[src/rtl/tdm_demux4_pkg.sv]
// Shared types for the 4-slot TDM demultiplexer: FSM states and slot indexing.
package tdm_demux4_pkg;

    localparam int NSLOT = 4;

    typedef logic [$clog2(NSLOT)-1:0] slot_idx_t;

    localparam slot_idx_t SLOT_FIRST = slot_idx_t'(0);
    localparam slot_idx_t SLOT_NEXT  = slot_idx_t'(1);
    localparam slot_idx_t SLOT_LAST  = slot_idx_t'(NSLOT - 1);

    typedef enum logic {
        HUNT    = 1'b0,
        COLLECT = 1'b1
    } state_t;

endpackage

[src/rtl/tdm_demux4.sv]
// Purpose: reassembles sof-framed serial slot words into one parallel 4-slot vector.
// Latency: dout/dout_valid update on the same edge that accepts the slot-3 word.
// Backpressure: none; every din_valid word is consumed (dropped while hunting for sof).
module tdm_demux4
    import tdm_demux4_pkg::*;
#(
    parameter int WIDTH = 1
) (
    input  logic                   clk,
    input  logic                   rst,
    input  logic [WIDTH-1:0]       din,
    input  logic                   din_valid,
    input  logic                   sof,
    input  logic                   err_clr,
    output logic [NSLOT*WIDTH-1:0] dout,
    output logic                   dout_valid,
    output slot_idx_t              slot,
    output logic                   frame_err
);

    state_t                 state;
    state_t                 state_nxt;
    slot_idx_t              slot_nxt;
    logic [NSLOT*WIDTH-1:0] stage;
    logic [NSLOT*WIDTH-1:0] stage_nxt;
    logic [NSLOT*WIDTH-1:0] dout_nxt;
    logic                   dout_valid_nxt;
    logic                   frame_err_nxt;

    always_ff @(posedge clk or posedge rst) begin
        if (rst) begin
            state      <= HUNT;
            slot       <= SLOT_FIRST;
            stage      <= '0;
            dout       <= '0;
            dout_valid <= 1'b0;
            frame_err  <= 1'b0;
        end else begin
            state      <= state_nxt;
            slot       <= slot_nxt;
            stage      <= stage_nxt;
            dout       <= dout_nxt;
            dout_valid <= dout_valid_nxt;
            frame_err  <= frame_err_nxt;
        end
    end

    always_comb begin
        state_nxt      = state;
        slot_nxt       = slot;
        stage_nxt      = stage;
        dout_nxt       = dout;
        dout_valid_nxt = 1'b0;
        // An early sof below overrides a same-cycle clear.
        frame_err_nxt  = err_clr ? 1'b0 : frame_err;

        case (state)
            HUNT: begin
                if (din_valid && sof) begin
                    stage_nxt              = '0;
                    stage_nxt[WIDTH-1:0]   = din;
                    slot_nxt               = SLOT_NEXT;
                    state_nxt              = COLLECT;
                end
            end
            COLLECT: begin
                if (din_valid) begin
                    if (sof) begin
                        frame_err_nxt        = 1'b1;
                        stage_nxt            = '0;
                        stage_nxt[WIDTH-1:0] = din;
                        slot_nxt             = SLOT_NEXT;
                    end else begin
                        stage_nxt[int'(slot)*WIDTH +: WIDTH] = din;
                        if (slot == SLOT_LAST) begin
                            dout_nxt       = stage_nxt;
                            dout_valid_nxt = 1'b1;
                            slot_nxt       = SLOT_FIRST;
                            state_nxt      = HUNT;
                        end else begin
                            slot_nxt = slot + slot_idx_t'(1);
                        end
                    end
                end
            end
            default: begin
                state_nxt = HUNT;
                slot_nxt  = SLOT_FIRST;
            end
        endcase
    end

endmodule

[config.mk]
export PLATFORM = sky130hd
export DESIGN_NAME = tdm_demux4
export DESIGN_NICKNAME = d
export VERILOG_FILES = /design/src/rtl/tdm_demux4_pkg.sv /design/src/rtl/tdm_demux4.sv
export SDC_FILE = /design/constraint.sdc
export NUM_CORES = 1
export LEC_CHECK = 0
export CAP_MARGIN = 20
export CORE_AREA = 2 2 39 41
export DETAILED_ROUTE_END_ITERATION = 8
export DIE_AREA = 0 0 41 43
export DONT_BUFFER_PORTS = 1
export GPL_ROUTABILITY_DRIVEN = 0
export PLACE_DENSITY = 0.7
export SLEW_MARGIN = 20
export SYNTH_ARGS = -nofsm -noshare
export SYNTH_HDL_FRONTEND = slang
export SYNTH_SLANG_ARGS = --single-unit
[constraint.sdc]
create_clock -name clk -period 1.67 [get_ports clk]
set_clock_uncertainty 0.15 [all_clocks]
set_input_delay 0.501 -clock clk [delete_from_list [all_inputs] [get_ports clk]]
set_output_delay 0.501 -clock clk [all_outputs]
set_load 0.05 [all_outputs]
Yosys cells after proc, flatten, opt, wreduce, memory -nomap -nowiden

Index checks and enable logic that the tools add are counted.

$add $sub $neg: 2
Shift operators: 2
Reduce and logical (&&, ||, !) cells: 3
Bitwise operators: 2
Equality and inequality tests: 3
Multiplexer cells: 23

Operator list:

| operator                                                               | number |
|---|---|
| 2-bit negator with 33-bit output                                       | 1 |
| 1-bit by 33-bit variable shift with 4-bit output, first input constant | 1 |
| 1-bit by 33-bit variable part select with 4-bit output                 | 1 |
| 1-bit 2-to-1 mux                                                       | 12 |
| 4-bit 2-to-1 mux                                                       | 3 |
| 2-bit 2-to-1 mux                                                       | 4 |
| 4-bit one-hot mux with 2 select lines                                  | 1 |
| 4-bit bitwise mux                                                      | 1 |
| 2-bit inequality test, second input constant                           | 2 |
| 2-bit one-hot mux with 2 select lines                                  | 1 |
| 4-bit AND reduction                                                    | 1 |
| 2-bit by 1-bit adder with 2-bit output, second input constant          | 1 |
| 2-bit equality test, second input constant                             | 1 |
| 1-bit inverter                                                         | 2 |
| 1-bit one-hot mux with 2 select lines                                  | 1 |
| 2-bit AND reduction                                                    | 1 |
| 1-bit logical AND                                                      | 1 |

Word-level logic and storage cells: 41
Input bits: 6
Register bits: 13
Output and inout port bits: 8

Depth between registers and ports, before layout

Gate-level depths: netlist of the first run.

Depth in word-level cells: 6
Depth in mapped cells: 5
Depth with buffers taken out: 5

Least setup slack after synthesis of the first run

OpenSTA, ideal clock, no wires.

Path kind: register to register
From: reg slot[0]
To: reg dout[0]
Stages on the path, launching flop included: 6
Setup slack: -174 ps
Data required time: 1443 ps
Clock period less this slack: 1844 ps
Arrival: 1617 ps
Buffers on the path: 0
Setup time: 77 ps
Path through: dfrtp_1 -> inv_1 -> ha_1 -> nor2b_1 -> nand4_1 -> a21oi_1

Word-level cells in the longest chain between the ends: 3
Elaborated cells between the ends (all ways): 6
Those cells by class: add/sub (1); eq/ne (1); shift (2); mux (1); reduce/logical (1)

RTL lines:

| what                                                                                                                       | RTL line         | RTL |
|---|---|---|
| start: declaration                                                                                                         | tdm_demux4.sv:17 | `output slot_idx_t slot,` |
| start signal: assignment                                                                                                   | tdm_demux4.sv:40 | `slot <= slot_nxt;` |
| 2-bit negator with 33-bit output                                                                                           | tdm_demux4.sv:74 | `stage_nxt[int'(slot)*WIDTH +: WIDTH] = din;` |
| 1-bit by 33-bit variable part select with 4-bit output or 1-bit by 33-bit variable shift with 4-bit output (tied branches) | tdm_demux4.sv:74 |  |
| 4-bit bitwise mux                                                                                                          | tdm_demux4.sv:74 |  |
| end signal: assignment                                                                                                     | tdm_demux4.sv:42 | `dout <= dout_nxt;` |
| end: declaration                                                                                                           | tdm_demux4.sv:15 | `output logic [NSLOT*WIDTH-1:0] dout,` |

Parallel ways exist; a longest one is shown, timed or not.
A chain may end at the register's enable or synchronous reset.

Worst setup path after layout of the first run

From: reg slot[0]
To: out slot[0]

No word-level cell between the ends.

==> flow_summary.ini, run 1 <==
[status]
status = complete, no violations

[final_layout]
area.growth.synth_to_final_pct = 5.545
final_layout_size_suffix_gt1_frac = 0.1216
num-nets-final = 86
layout_common_cells = dfrtp_1 (10), o21ai_0 (8), inv_1 (5), nor2b_1 (5), nand2_1 (5)
final_common_cell = dfrtp_1
diodes = 0

[global_route]
overflow = 0
track_usage = 0.1972
grt_pass1_vias = 526
grt_max_degree = 13
grt_pass1_wl_um = 2318
antenna_found_initial = 0

[synth]
synth.distinct_cells = 21
synth_cells = 71
syn_area_per_cell_um2 = 9.534
ys_ff_latch = 12
yosys_warnings = 0
yosysTopAreaCell = dfrtp_1
synth-seq-area-share = 0.4436
netlist_area_um2 = 676.9
synth_top_area_frac = 0.4436
syn-num-nets = 82
synthTopCellsByArea = dfrtp_1 (44%), ha_1 (9.2%), o21ai_0 (5.9%)

[drt]
routed_wl_um = 1301
drt_iter0_drc = 21
vias = 511
via_per_inst = 5.678
wl_per_cell_um = 14.46
drc = 0
drtAntennaViolNets = 0
first_pass_iters = 4

[critical_path]
crit_path_max_fanout = 6
required_ps = 1020
cp-end-kind = primary output
rr_worst_depth = 5
cp.depth = 1
critical_path.cell_chain = buf_4
cp_slowest_stage_delay_ps = 460
arrival_ps = 950
start_kind = register
critPathBufInv = 1
crit_family = flip-flops
slowest_stage = dfrtp_2
ff2ff_setup_slack_ps = 130
critPathKind = register to primary output

[cts]
post_cts_buffers = 0
cts-root-buf = clkbuf_4
cts_buffers = 3
clockBufferDepth = 2
clock_latency_ps = 280
htreeDepth = 1
clkSlewWorstSetupHoldPaths_ps = 80
cts.sinks = 12
tritoncts = done

[timing]
fin_crit_ps = 1601
tightest_slew_ps = 479.0
max_clock_freq_mhz = 624.6
max-slew-margin-rel = 0.6807
hold_slack_ps = 144.7
setup_viol = 0
hold_viol = 0
period_share = 0.9587
tns_ps = 0
finalMaxSlewViolations = 0

[run]
max_cap_violations = 0

[hold_path]
min_path_type = primary input to register
hold_depth = 1

[power]
ir_worst_vdd_mv = 0.8351
power_density_mw_per_mm2 = 1888
cellLeakagePower_uw = 0.0003184

[placed_design]
dpl.hpwl_um = 943.8
port_buffers = 0

[floorplanning]
die_h_um = 43
io_pins = 14
core_mm2 = 0.001384
die_w_um = 41
dieArea_mm2 = 0.001763
rows = 14
start_util = 0.4892
==> synth_stat cells <==
master,instances
dfrtp_1,12
o21ai_0,8
inv_1,6
ha_1,5
nand2_1,5
nor2b_1,5
a21oi_1,4
nand4_1,4
buf_6,3
nor2_1,3
a31oi_1,2
nand2b_1,2
nand3_1,2
nor3b_1,2
o21a_1,2
a22o_1,1
and3b_1,1
and4b_1,1
buf_2,1
nand3b_1,1
o22ai_1,1
==> report_power, final <==
group          internal [µW]  leakage, µW  switching (µW)  total, µW
logic                    195     0.000158             288        483
registers                387     0.000146             285        673
clock network           92.7    0.0000150             101        193
==> path summary, 6_finish.rpt <==
check,startpoint,to
max,slot[0]$_DFFE_PP0P_,slot[0]
min,sof,slot[1]$_DFFE_PP0P_
max in group asynchronous,rst,slot[0]$_DFFE_PP0P_
min in group asynchronous,rst,dout_valid$_DFF_PP0_
max reg2reg,slot[1]$_DFFE_PP0P_,stage[0]$_DFFE_PP0P_
min reg2reg,stage[2]$_DFFE_PP0P_,stage[2]$_DFFE_PP0P_
==> stage by stage <==
step / setup WS (ps) / instances / instance area (µm²) / utilization / total power [µW]
4_1_cts: 82.34 / 90 / 711.9 / 0.5145 / 1344
2_1_floorplan: 35.14 / 71 / 679.4 / - / 1060
6_report: 69.04 / 90 / 714.4 / 0.5163 / 1349
3_5_place_dp: 136.8 / 85 / 675.6 / 0.4882 / 1149
5_1_grt: -6.441 / 90 / 714.4 / 0.5163 / 1455
3_3_place_gp: 178.3 / 85 / 675.6 / 0.4882 / 1129
==> per-layer routing <==
layer	global-route usage	up-vias	routed length [µm]
li1	-	249	-
met1	0.2709	250	601
met2	0.2719	10	615
met3	0.06283	2	64
met4	0.09333	0	19
met5	0	-	0
==> sequential cells by signal, summed over array words and instances (netlist names) <==
signal / count
dout: 4
stage: 3
slot: 2
dout_valid: 1
frame_err: 1
state: 1
==> cell families after synthesis <==
group / Yosys count / share of synthesized area
buffers and inverters: 10 / 0.09056
AO/OA/AOI/OAI: 18 / 0.1516
flip-flops: 12 / 0.4436
AND/OR/NAND/NOR: 26 / 0.2218
adder cells (fa/ha/maj): 5 / 0.09242
==> final cells by class <==
cell class              instances  area [µm²]
clock buffers                   4       26.28
fillers                       132       669.4
inverters                       6       22.52
multi-input cells              49       317.8
flip-flops and latches         12       302.8
well taps                      16       20.02
repair buffers                  3       25.02
==> repair_timing <==
action / CTS / global route
hold buffers: 1 / 0
endpoints found under the setup margin: 0 / 1
endpoints found under the hold margin: 12 / 0
gates resized for setup: 0 / 2
(Power assumes the default switching activity.)
==> run 2: changes to the inputs <==
ABC_CLOCK_PERIOD_IN_PS = 1670   (was not set)
CTS_BUF_LIST = sky130_fd_sc_hd__clkbuf_8 sky130_fd_sc_hd__clkbuf_16   (was not set)
==> flow_summary.ini, run 2 (same netlist as run 1, synthesis figures left out) <==
[drt]
routed_wl_um = 1356
wl_per_cell_um = 15.24
vias = 500
drc = 0
via_per_inst = 5.618
drtAntennaViolNets = 0
first_pass_iters = 4
drt_iter0_drc = 8

[timing]
setup_viol = 0
tightest_slew_ps = 478.7
period_share = 0.9305
fin_crit_ps = 1554
max-slew-margin-rel = 0.6809
max_clock_freq_mhz = 643.5
rsz0062_at_grt = false
hold_viol = 0
tns_ps = 0
finalMaxSlewViolations = 0

[critical_path]
cp_slowest_stage_delay_ps = 450
cp.depth = 1
critPathBufInv = 1
ff2ff_setup_slack_ps = 150
crit_family = flip-flops
required_ps = 1020
slowest_stage = dfrtp_2
rr_worst_depth = 4
arrival_ps = 900
cp-end-kind = primary output
critPathKind = register to primary output
crit_path_max_fanout = 6
start_kind = register
critical_path.cell_chain = buf_4

[floorplanning]
start_util = 0.4892
dieArea_mm2 = 0.001763
io_pins = 14
die_h_um = 43
die_w_um = 41
rows = 14
core_mm2 = 0.001384

[global_route]
grt_pass1_vias = 552
grt_max_degree = 13
track_usage = 0.2063
grt_pass1_wl_um = 2449
overflow = 0
antenna_found_initial = 0

[cts]
post_cts_buffers = 0
htreeDepth = 1
cts.sinks = 12
cts-root-buf = clkbuf_8
clkSlewWorstSetupHoldPaths_ps = 60
clockBufferDepth = 2
clock_latency_ps = 240
tritoncts = done
cts_buffers = 3

[final_layout]
finalCoreUtilization = 0.5208
final_common_cell = dfrtp_1
top_regs = dout: 4 flops, stage: 3 flops, slot: 2 flops
largest_reg_flops = 4
layout_common_cells = dfrtp_1 (10), o21ai_0 (8), inv_1 (6)
area.growth.synth_to_final_pct = 6.470
diodes = 0
regMostFlops = dout
num-nets-final = 85
final_layout_size_suffix_gt1_frac = 0.1096

[power]
ir_worst_vdd_mv = 0.7626
cellLeakagePower_uw = 0.0003275
power_density_mw_per_mm2 = 1976

[status]
status = complete, no violations

[placed_design]
dpl.hpwl_um = 943.8
port_buffers = 0

[run]
max_cap_violations = 0

[hold_path]
min_path_type = primary input to asynchronous set/reset pin
==> run 2: changes by cell type in the layout (fill, tap and decap cells not counted), sizes merged <==
cell,delta
clkbuf,-1
dlygate4sd3,-1
inv,+1
==> run 2: per-stage QoR <==
stage          cell area [µm²]  instances  hold WS [ps]  total power [µW]  worst slack, ps
2_1_floorplan            679.4         71         215.6              1060            35.14
3_3_place_gp             675.6         85         286.2              1129            178.3
3_5_place_dp             675.6         85         280.7              1149            136.8
4_1_cts                  720.7         89         22.22              1423            114.9
5_1_grt                  720.7         89         55.72              1528            14.97
6_report                 720.7         89        0.8251              1424            116.0
==> run 2: power breakdown <==
group | total, µW | switching, µW | internal, µW
Sequential | 673 | 285 | 388
Clock | 271 | 110 | 162
Combinational | 479 | 291 | 188
Total | 1420 | 686 | 738
==> run 2: routing by layer <==
layer | GRT usage | part of all wire
met3 | 0.07853 | 0.041
met4 | 0.09333 | 0.023
met2 | 0.2875 | 0.48
met1 | 0.2742 | 0.46
met5 | 0 | 0
==> run 2: layout make-up <==
| type | count | area (µm²) |
|---|---|---|
| well taps | 16 | 20.02 |
| repair buffers | 2 | 15.01 |
| clock buffers | 3 | 41.29 |
| fillers | 138 | 663.1 |
| multi-input cells | 49 | 315.3 |
| clock inverters | 1 | 3.754 |
| flip-flops and latches | 12 | 302.8 |
| inverters | 6 | 22.52 |
==> run 2: path summary, 6_finish.rpt <==
path	startpoint	to
worst min-delay path	rst	dout_valid$_DFF_PP0_
max in group asynchronous	rst	slot[0]$_DFFE_PP0P_
min in group clk	sof	slot[1]$_DFFE_PP0P_
worst min register to register	stage[1]$_DFFE_PP0P_	stage[1]$_DFFE_PP0P_
worst max register to register	slot[0]$_DFFE_PP0P_	dout[3]$_DFFE_PP0P_
worst max-delay path	slot[0]$_DFFE_PP0P_	slot[0]
==> run 2: repair_timing <==
action,4_1_cts,5_1_grt
hold buffers,0,0
gates resized for setup,0,1
endpoints found under the setup margin,0,1
